### config.mk
export PLATFORM = sky130hd
export DESIGN_NAME = gerador_seno
export DESIGN_NICKNAME = d
export VERILOG_FILES = /design/src/rtl/gerador_seno.sv
export SDC_FILE = /design/constraint.sdc
export NUM_CORES = 1
export LEC_CHECK = 0
export CAP_MARGIN = 20
export CORE_ASPECT_RATIO = 0.9
export CORE_UTILIZATION = 54
export CTS_CLUSTER_DIAMETER = 120
export CTS_CLUSTER_SIZE = 40
export DETAILED_ROUTE_END_ITERATION = 10
export HOLD_SLACK_MARGIN = 0.06
export PLACE_DENSITY = 0.88
export SYNTH_ARGS = -nofsm -noshare
export SYNTH_HDL_FRONTEND = slang
export SYNTH_SLANG_ARGS = --single-unit
### constraint.sdc
create_clock -name clk -period 5.93 [get_ports clk]
set_clock_uncertainty 0.05 [all_clocks]
set_input_delay 1.4825 -clock clk [delete_from_list [all_inputs] [get_ports clk]]
set_output_delay 1.4825 -clock clk [all_outputs]
set_load 0.1 [all_outputs]
### src/rtl/gerador_seno.sv
// Full-period sine sequencer: walks 36 samples (0..350 deg) over a 0..90 deg LUT,
// folding quadrants by symmetry, and presents each sample on a valid/ready port.
module gerador_seno #(
  parameter int DIV    = 4,
  parameter int N_PASS = 9
) (
  input  logic        clk,
  input  logic        rst_n,
  input  logic        enable,
  input  logic        clear,
  output logic [3:0]  lut_addr,
  input  logic [15:0] lut_seno,
  output logic [16:0] amostra,
  output logic [1:0]  quadrante,
  output logic        fim_periodo,
  output logic        valid,
  input  logic        ready
);

  localparam int CW = $clog2(DIV + 1);
  localparam logic [CW-1:0] CNT_LAST = CW'(DIV - 1);
  localparam logic [5:0]    N_LAST   = 6'(4 * N_PASS - 1);
  localparam logic [5:0]    N_Q1     = 6'(N_PASS);
  localparam logic [5:0]    N_Q2     = 6'(2 * N_PASS);
  localparam logic [5:0]    N_Q3     = 6'(3 * N_PASS);

  localparam logic [1:0] OCIOSO  = 2'd0;
  localparam logic [1:0] GERANDO = 2'd1;
  localparam logic [1:0] PAUSA   = 2'd2;

  logic [1:0]    state_q, state_d;
  logic [5:0]    n_q, n_d;
  logic [CW-1:0] cnt_q, cnt_d;
  logic          valid_q, valid_d;
  logic [16:0]   amostra_q, amostra_d;
  logic [1:0]    quadrante_q, quadrante_d;
  logic          fim_periodo_q, fim_periodo_d;

  logic [1:0]    quad_s;
  logic [3:0]    k_s;
  logic [3:0]    addr_s;
  logic [16:0]   mag_s;
  logic [16:0]   samp_s;
  logic          emit_s;
  logic          accept_s;

  // Quadrant/offset decode of n; odd quadrants read the LUT backwards.
  always_comb begin
    quad_s = 2'd0;
    k_s    = 4'd0;
    if (n_q < N_Q1) begin
      quad_s = 2'd0;
      k_s    = n_q[3:0];
    end else if (n_q < N_Q2) begin
      quad_s = 2'd1;
      k_s    = 4'(n_q - N_Q1);
    end else if (n_q < N_Q3) begin
      quad_s = 2'd2;
      k_s    = 4'(n_q - N_Q2);
    end else begin
      quad_s = 2'd3;
      k_s    = 4'(n_q - N_Q3);
    end
    if (quad_s[0]) begin
      addr_s = 4'(N_PASS) - k_s;
    end else begin
      addr_s = k_s;
    end
  end

  // Widen before negating so that -32768 fits without overflow.
  always_comb begin
    mag_s = {1'b0, lut_seno};
    if (quad_s[1]) begin
      samp_s = 17'd0 - mag_s;
    end else begin
      samp_s = mag_s;
    end
  end

  assign emit_s   = (state_q == GERANDO) && (cnt_q == CNT_LAST) && (!valid_q || ready);
  assign accept_s = valid_q && ready;

  // Next-state logic: clear dominates, then FSM, slot counter and output holding register.
  always_comb begin
    state_d       = state_q;
    n_d           = n_q;
    cnt_d         = cnt_q;
    valid_d       = valid_q;
    amostra_d     = amostra_q;
    quadrante_d   = quadrante_q;
    fim_periodo_d = fim_periodo_q;
    if (clear) begin
      state_d       = OCIOSO;
      n_d           = 6'd0;
      cnt_d         = '0;
      valid_d       = 1'b0;
      amostra_d     = 17'd0;
      quadrante_d   = 2'd0;
      fim_periodo_d = 1'b0;
    end else begin
      case (state_q)
        OCIOSO: begin
          if (enable) state_d = GERANDO;
          else        state_d = OCIOSO;
        end
        GERANDO: begin
          if (!enable) state_d = PAUSA;
          else         state_d = GERANDO;
        end
        PAUSA: begin
          if (enable) state_d = GERANDO;
          else        state_d = PAUSA;
        end
        default: state_d = OCIOSO;
      endcase

      if (emit_s) begin
        amostra_d     = samp_s;
        quadrante_d   = quad_s;
        fim_periodo_d = (n_q == N_LAST);
        valid_d       = 1'b1;
        cnt_d         = '0;
        if (n_q == N_LAST) n_d = 6'd0;
        else               n_d = n_q + 6'd1;
      end else begin
        if (accept_s) valid_d = 1'b0;
        else          valid_d = valid_q;
        // At the last slot with a blocked sample the counter simply waits.
        if ((state_q == GERANDO) && (cnt_q != CNT_LAST)) cnt_d = cnt_q + CW'(1);
        else                                             cnt_d = cnt_q;
      end
    end
  end

  // State and output registers.
  always_ff @(posedge clk or negedge rst_n) begin
    if (!rst_n) begin
      state_q       <= OCIOSO;
      n_q           <= 6'd0;
      cnt_q         <= '0;
      valid_q       <= 1'b0;
      amostra_q     <= 17'd0;
      quadrante_q   <= 2'd0;
      fim_periodo_q <= 1'b0;
    end else begin
      state_q       <= state_d;
      n_q           <= n_d;
      cnt_q         <= cnt_d;
      valid_q       <= valid_d;
      amostra_q     <= amostra_d;
      quadrante_q   <= quadrante_d;
      fim_periodo_q <= fim_periodo_d;
    end
  end

  assign lut_addr    = addr_s;
  assign amostra     = amostra_q;
  assign quadrante   = quadrante_q;
  assign fim_periodo = fim_periodo_q;
  assign valid       = valid_q;

endmodule
---- Word level (Yosys, flattened, before mapping) ----
Cells that the tools add are included.
word-level totals
  output and inout bits ................... 25
  logic and storage cells ................. 60
  bits of input ports ..................... 21
  flip-flop bits (word level) ............. 32
cells by class
  reduce and logical (&&, ||, !) cells .... 11
  multiplexer cells ....................... 27
  $lt $le $gt $ge ......................... 3
  eq/ne operators ......................... 5
  $add $sub $neg .......................... 7
operator list
  kind                   number
  $mux 17                3
  $mux 6                 3
  $sub 1x16->17 const A  1
  $mux 4                 4
  $lt 6x5->1 const B     2
  $mux 2                 6
  $mux 3                 3
  $sub 4x4->4 const B    2
  $mux 1                 7
  $add 6x1->6 const B    1
  $eq 6x6->1 const B     1
  $lt 6x4->1 const B     1
  $reduce_bool 3->1      2
  $logic_and 1x1->1      4
  $pmux 2 s2             1
  $sub 4x2->4 const B    1
  $sub 4x4->4 const A    1
  $add 3x1->3 const B    1
  $eq 3x2->1 const B     1
  $ne 3x2->1 const B     1
  $eq 2x1->1 const B     1
  $eq 2x2->1 const B     1
  $logic_not 2->1        1
  $reduce_bool 2->1      1
  other kinds (3)        3

---- Logic depth before layout (Yosys ltp) ----
Gate-level depths: netlist of run 1.
  depth in word-level cells ............... 7
  mapped depth ............................ 11
  mapped depth without buffers ............ 10

---- Least setup slack after synthesis of run 1 ----
OpenSTA, ideal clock, no wires.
  path type ............................... reg-to-output
  start ................................... register n_q[1]
  end ..................................... output lut_addr[3]
  slack ................................... 0.926 ns
  data required time ...................... 4.398 ns
  cell stages (with the launch flop) ...... 11
  data arrival time ....................... 3.472 ns
  path buffers ............................ 0
  path through ............................ dfrtp_1 inv_1 ha_1 nand2_1 a211oi_2 nor3_1 a221oi_1 ha_1 nand2b_1 or2_0 o22ai_1
on the way
  word-level cells in the longest chain between the ends .. 6
  elaborated cells on any way between the ends .. 14
  those cells by class .................... add/sub: 4; order compare: 3; mux: 7
RTL lines
  element                                   RTL line  source
  start: declaration                        32        logic [5:0] n_q, n_d;
  start signal: assignment                  148       n_q <= n_d;
  $lt 6x5->1, or another cell as far along  57        end else if (n_q < N_Q3) begin
  $mux 4                                    57
  $mux 4                                    54        end else if (n_q < N_Q2) begin
  $mux 4                                    51        if (n_q < N_Q1) begin
  $sub 4x4->4                               65        addr_s = 4'(N_PASS) - k_s;
  $mux 4 *                                  64        if (quad_s[0]) begin
  end: declaration                          11        output logic [3:0] lut_addr,
Every way passes the cells marked *; elsewhere a longest branch is shown, timed or not.

---- Final worst setup path of run 1 ----
  start ................................... register n_q[3]
  end ..................................... output lut_addr[1]
on the way
  word-level cells in the longest chain between the ends .. 6
  elaborated cells on any way between the ends .. 11
  those cells by class .................... add/sub: 1; order compare: 3; mux: 7
RTL lines
  element      RTL line
  $lt 6x5->1   57
  $mux 4       57
  $mux 4       54
  $mux 4       51
  $sub 4x4->4  65
  $mux 4 *     64
Marked as above.

==> metrics, run 1 <==
Power per Cell Area=166.3 nW/um^2; number of detailed-route iterations in the first pass=4; Layout area overhead=27.31%; gr usage total=0.2550; critical-path cell list=or3_1, a21o_1, nor3_1, a221o_1, clkdlybuf4s50_1; Max Cap Viol=0; global-route wire length before repair=7.631 mm; Final Util=0.7472; starting density of the core=0.5869; RSZ-0062 raised after global routing=no; setup violators final=0; Distinct cells, synth=53; worst relative slew slack=0.3436; Tightest Hold Check Type=flip-flop to flip-flop; Worst EP arrival=3.34 ns; top_reg_cell synth=dfrtp_1; most frequent cell after synthesis=dfrtp_1; CP Capture Type=output port; setup TNS=0 ns; ANT cells=0; critical path type=flip-flop to output port; placed cells=310; Vias=1856; post-synth top area share=0.3867; Post-synth top cells=dfrtp_1 (32), nand2_1 (27), nor2_1 (17); slowest library cell on the worst path=clkdlybuf4s50_1; Post-Layout Inst Area=2636 sq um; share of cells above drive strength 1=0.07299; clock-pin slew on the worst setup and hold paths=0.06 ns; GPL Wtd Cong=0.8674; final period utilization=0.8215; Max Freq=205.3 MHz; Hold Vio Cnt, Final=0; Mapped Cells=230; Multi-input gate area=1194 sq um; Buf/Inv on CP=1; initial antenna violation count=0; CORE AREA=3528 sq um; total of fill cells in the finished design=279; DP HPWL=3.416 mm; final slew viol count=0; hold_ws=0.4366 ns; antenna-violating nets left=0; Die Height=60.75 microns; syn avg cell area=9.003 sq um; CTS H-tree depth=2; area leader, netlist=dfrtp_1; Startpoint Class=flip-flop; Layout Cells excl Fill=318; nets=307; DRC viols=0; VDD IR max=0.1161 mV; Vias per Instance=5.836; CTS root buf=clkbuf_8; Worst Path Required=4.40 ns; Routed WL=4.730 mm; critical path's top delay family=buffers and inverters; # Post-CTS Setup Buffers=0; CTS Buffer Depth=2; asr flop ratio synth=1.000; die extent in x=67.28 microns; I/O Buffers=45; minimum clock period after layout=4.871 ns; area post-placement=2544 sq um; Post-CTS Resized=0; crit-path max FO=16; FF/Latch Area=800.8 sq um; largest net degree at the start of global routing=33; GRT overflow=0; row count=20; top cells by area, synth=dfrtp_1 (39%), ha_1 (7.9%), nand2_1 (4.9%), xor2_1 (3.8%), xnor2_1 (3.4%); CTS tree=built; synthesized area=2071 sq um; wire per inst=14.87 microns; clk sink count=32; syn nets=264; die area=4087 sq um; Worst-Skew Late Latency=0.28 ns; CP max stage delay=1.13 ns; Seq/Total Area, Yosys=0.3867; Yosys reg bits=32; # IOs=46; cts bufs inserted=5; outcome=completed; number of enable flip-flop cells after synthesis=0; worst-margin pin slew=0.9815 ns; leakage power=1.115 nW; cts-stage hold buffer count=0; 1st-iter DRT viols=122; vias in the first global route=1694; synth warn=0
## cell type report
| type | instances | share of cell area |
|---|---|---|
| well taps | 44 | 0.02088 |
| flip-flops and latches | 32 | 0.3037 |
| multi-input cells | 178 | 0.4528 |
| clock buffers | 6 | 0.03132 |
| clock inverters | 2 | 0.003797 |
| repair buffers | 47 | 0.1747 |
| inverters | 9 | 0.01281 |
## worst reg2reg max path, delay by kind of cell (launching register included)
kind             cells  cell delay [ns]
AO/OA/AOI/OAI        3             0.90
flip-flops           1             0.58
AND/OR/NAND/NOR      1             0.48
XOR/XNOR             1             0.23
## path summary, 6_finish.rpt
kind,start,endpoint,slack (ns),cells past startpoint
max in group asynchronous,rst_n,fim_periodo,3.98,2
worst max-delay path,n_q[3],lut_addr[1],1.06,5
min in group asynchronous,rst_n,cnt_q[1],1.56,2
worst max register to register,n_q[3],amostra[15],3.54,5
worst min-delay path,amostra[11],amostra[11],0.44,2
worst min register to register,amostra[11],amostra[11],0.44,2
## sequential cells by signal (all words and copies together) (netlist names)
register and flops:
n_q 6, valid 1, cnt_q 3, state_q 2, amostra 17, quadrante 2
fim_periodo 1
## cell usage in the layout (no fill, tap or decap), types with 3 or more instances in the layout
cell type | Yosys | routed
o21ai_0 | 13 | 13
o31ai_1 | 3 | 3
nand2_1 | 27 | 27
xor2_1 | 9 | 9
or3_1 | 3 | 3
buf_4 | 0 | 4
ha_1 | 13 | 13
inv_1 | 8 | 8
clkdlybuf4s50_1 | 0 | 43
xnor2_1 | 8 | 8
o21ai_1 | 13 | 13
dfrtp_1 | 32 | 32
mux2i_1 | 4 | 4
nor2_1 | 17 | 17
nor3_1 | 3 | 3
nand3_1 | 4 | 4
clkbuf_8 | 0 | 6
a21o_1 | 3 | 3
nor2b_1 | 3 | 3
a21oi_1 | 13 | 13
nor3b_1 | 3 | 3
a22o_1 | 3 | 3
## metal layers
layer  global-route usage  up-vias  share of wire
li1                     -      905              -
met1               0.3484      861           0.47
met2               0.3971       81           0.45
met3              0.05639        9          0.071
met4              0.09726        0          0.011
met5                    0        -              0
## through the flow
step / setup WS (ns) / total power, W
2_1_floorplan: 0.9258 / 0.0002436
3_3_place_gp: 1.473 / 0.0002704
3_5_place_dp: 1.418 / 0.0002719
4_1_cts: 1.088 / 0.0004423
5_1_grt: 0.9145 / 0.0004576
6_report: 1.059 / 0.0004384
## kinds of logic (layout without fill, tap and decap cells)
group,count (synthesis),after routing,synth area share
compound gates,66,66,0.2115
xor+xnor,17,17,0.07191
fa+ha+maj,13,13,0.07855
buf+inv,20,64,0.03686
flops,32,32,0.3867
mux,5,5,0.02477
simple gates,77,77,0.1897
## where the power goes
part,internal (W),leakage [nW],total (W),switching [W]
registers,0.000221,0.445,0.000222,0.00000146
logic,0.0000217,0.619,0.0000456,0.0000239
clock network,0.0000925,0.0510,0.000171,0.0000783
Note: power is estimated with default switching activity, not from simulation.
==> run 2, diff against run 1 <==
--- a/config.mk
+++ b/config.mk
@@ -7,12 +7,12 @@
 export LEC_CHECK = 0
 export CAP_MARGIN = 20
 export CORE_ASPECT_RATIO = 0.9
-export CORE_UTILIZATION = 54
+export CORE_UTILIZATION = 46
 export CTS_CLUSTER_DIAMETER = 120
 export CTS_CLUSTER_SIZE = 40
 export DETAILED_ROUTE_END_ITERATION = 10
 export HOLD_SLACK_MARGIN = 0.06
-export PLACE_DENSITY = 0.88
+export PLACE_DENSITY = 0.8
 export SYNTH_ARGS = -nofsm -noshare
 export SYNTH_HDL_FRONTEND = slang
 export SYNTH_SLANG_ARGS = --single-unit
==> constraint.sdc (replaced) <==
create_clock -name clk -period 4.4 [get_ports clk]
set_clock_uncertainty 0.05 [all_clocks]
set_input_delay 1.1 -clock clk [delete_from_list [all_inputs] [get_ports clk]]
set_output_delay 1.1 -clock clk [all_outputs]
set_load 0.1 [all_outputs]
==> run 2 against run 1 <==
  * Final area up 2.8%
  * Register-to-register slack worse by 1.5 ns
  * Power rose by 47%
  * Wire length grew 0.70%
==> metrics, run 2 (synthesis gave the netlist of run 1 again) <==
# IOs=46; starting density of the core=0.4949; Worst Path Required=3.25 ns; Power per Cell Area=238.2 nW/um^2; critical path depth in cells=11; minimum clock period after layout=4.096 ns; critical path's top delay family=compound AO/OA/AOI/OAI gates; Tightest Hold Check Type=flip-flop to flip-flop; row count=22; CTS Buffer Depth=2; worst-margin pin slew=0.9866 ns; clock-pin slew on the worst setup and hold paths=0.07 ns; Post-CTS Resized=0; FF/Latch Area=800.8 sq um; largest net degree at the start of global routing=33; setup TNS=0 ns; initial antenna violation count=0; commonest cells after routing, fill and taps aside=clkdlybuf4s50_1 (42), dfrtp_1 (32), nand2_1 (27); global-route wire length before repair=7.928 mm; Layout Cells excl Fill=335; Hold Vio Cnt, Final=0; Routed WL=4.763 mm; Int Pwr=0.0004937 W; Comb power frac=0.094; Layout area overhead=30.94%; Reg power frac=0.463; cts bufs inserted=5; leakage power=1.134 nW; Worst EP arrival=2.95 ns; GRT overflow=0; CP max stage delay=0.53 ns; final slew viol count=0; number of detailed-route iterations in the first pass=5; DRC viols=0; Switching Share=0.2357; die extent in x=72.73 microns; Die Height=65.65 microns; vias in the first global route=1656; Vias=1809; GPL Wtd Cong=0.9387; Buf/Inv on CP=2; antenna-violating nets left=0; 1st-iter DRT viols=98; Worst-Skew Late Latency=0.29 ns; DP HPWL=3.449 mm; critical path type=flip-flop to output port; worst relative slew slack=0.3402; hold depth=2; CORE AREA=4184 sq um; # Post-CTS Setup Buffers=0; VDD IR max=0.2066 mV; clk sink count=32; Final Util=0.6480; RSZ-0062 raised after global routing=no; Vias per Instance=5.400; Max Cap Viol=0; Psw=0.0001522 W; Post-Layout Inst Area=2711 sq um; die area=4774 sq um; Startpoint Class=flip-flop; total of fill cells in the finished design=358; critical-path cell list=inv_1, ha_1, nand2_1, a211oi_2, nor3_1, a221oi_1, ha_1, nand2b_1, or2_0, o22ai_2, buf_12; share of cells above drive strength 1=0.08364; outcome=completed; I/O Buffers=45; final period utilization=0.9308; setup violators final=0; CTS root buf=clkbuf_8; nets=308; slowest library cell on the worst path=a211oi_2; ANT cells=0; crit-path max FO=10; Multi-input gate area=1200 sq um; area post-placement=2600 sq um; most used cell, CP=ha_1; Largest register FFs=17; CTS tree=built; cts-stage hold buffer count=0; R2R depth=7; CTS H-tree depth=2; wire per inst=14.22 microns; Clock power frac=0.443; CP Capture Type=output port; total power=0.0006459 W; Max Freq=244.2 MHz; most common cell after layout, fill and taps aside=clkdlybuf4s50_1; gr usage total=0.2165; placed cells=327
-- run 2: area by class of cell --
cell class / count / share of cell area
Clock buffer: 5 / 0.02538
Sequential cell: 32 / 0.2953
Multi-Input combinational cell: 178 / 0.4425
Tap cell: 60 / 0.02769
Inverter: 9 / 0.01246
Timing Repair Buffer: 48 / 0.1809
Clock inverter: 3 / 0.01569
-- run 2: final timing paths --
path / slack, ns / startpoint / endpoint
worst min-delay path: 0.43 / amostra[12] / amostra[12]
worst max-delay path: 0.30 / n_q[1] / lut_addr[3]
worst max register to register: 2.00 / cnt_q[0] / n_q[5]
worst min register to register: 0.43 / amostra[12] / amostra[12]
max in group asynchronous: 2.84 / rst_n / amostra[1]
min in group asynchronous: 1.15 / rst_n / state_q[0]
-- run 2: layer usage --
metal  global-route usage  wire length [microns]  vias up
met3              0.05675                    278        4
met2               0.3201                   2089       52
met5                    0                      0        -
met1               0.3115                   2365      847
li1                     -                      -      906
met4              0.05882                     30        0
-- run 2: power by group through the flow --
stage	registers, W	clock network, W	logic, W
6_report	0.000299	0.000286	0.0000610
4_1_cts	0.000299	0.000289	0.0000616
2_1_floorplan	0.000305	0	0.0000230
3_3_place_gp	0.000305	0	0.0000605
3_5_place_dp	0.000305	0	0.0000611
5_1_grt	0.000299	0.000303	0.0000682
-- run 2: stage by stage --
| stage | worst slack, ns | hold slack, ns |
|---|---|---|
| 2_1_floorplan | 0.02789 | 0.4403 |
| 3_3_place_gp | 0.7387 | 0.4102 |
| 3_5_place_dp | 0.6563 | 0.4230 |
| 4_1_cts | 0.3126 | 0.4371 |
| 5_1_grt | 0.07321 | 0.4543 |
| 6_report | 0.3044 | 0.4329 |
-- run 2: worst register-to-register path, stage by stage, from the launching register on --
cell	delay, ns
dfrtp_1	0.37
ha_1	0.16
ha_1	0.16
nand2_1	0.08
or3b_1	0.67
nor2_1	0.52
a21o_1	0.18
a22o_1	0.14
==> run 3, diff against run 2 <==
--- a/config.mk
+++ b/config.mk
@@ -13,6 +13,7 @@
 export DETAILED_ROUTE_END_ITERATION = 10
 export HOLD_SLACK_MARGIN = 0.06
 export PLACE_DENSITY = 0.8
+export SLEW_MARGIN = 10
 export SYNTH_ARGS = -nofsm -noshare
 export SYNTH_HDL_FRONTEND = slang
 export SYNTH_SLANG_ARGS = --single-unit
==> results of run 3 <==
No change in the layout: final DEF, timing and power equal those of run 2.
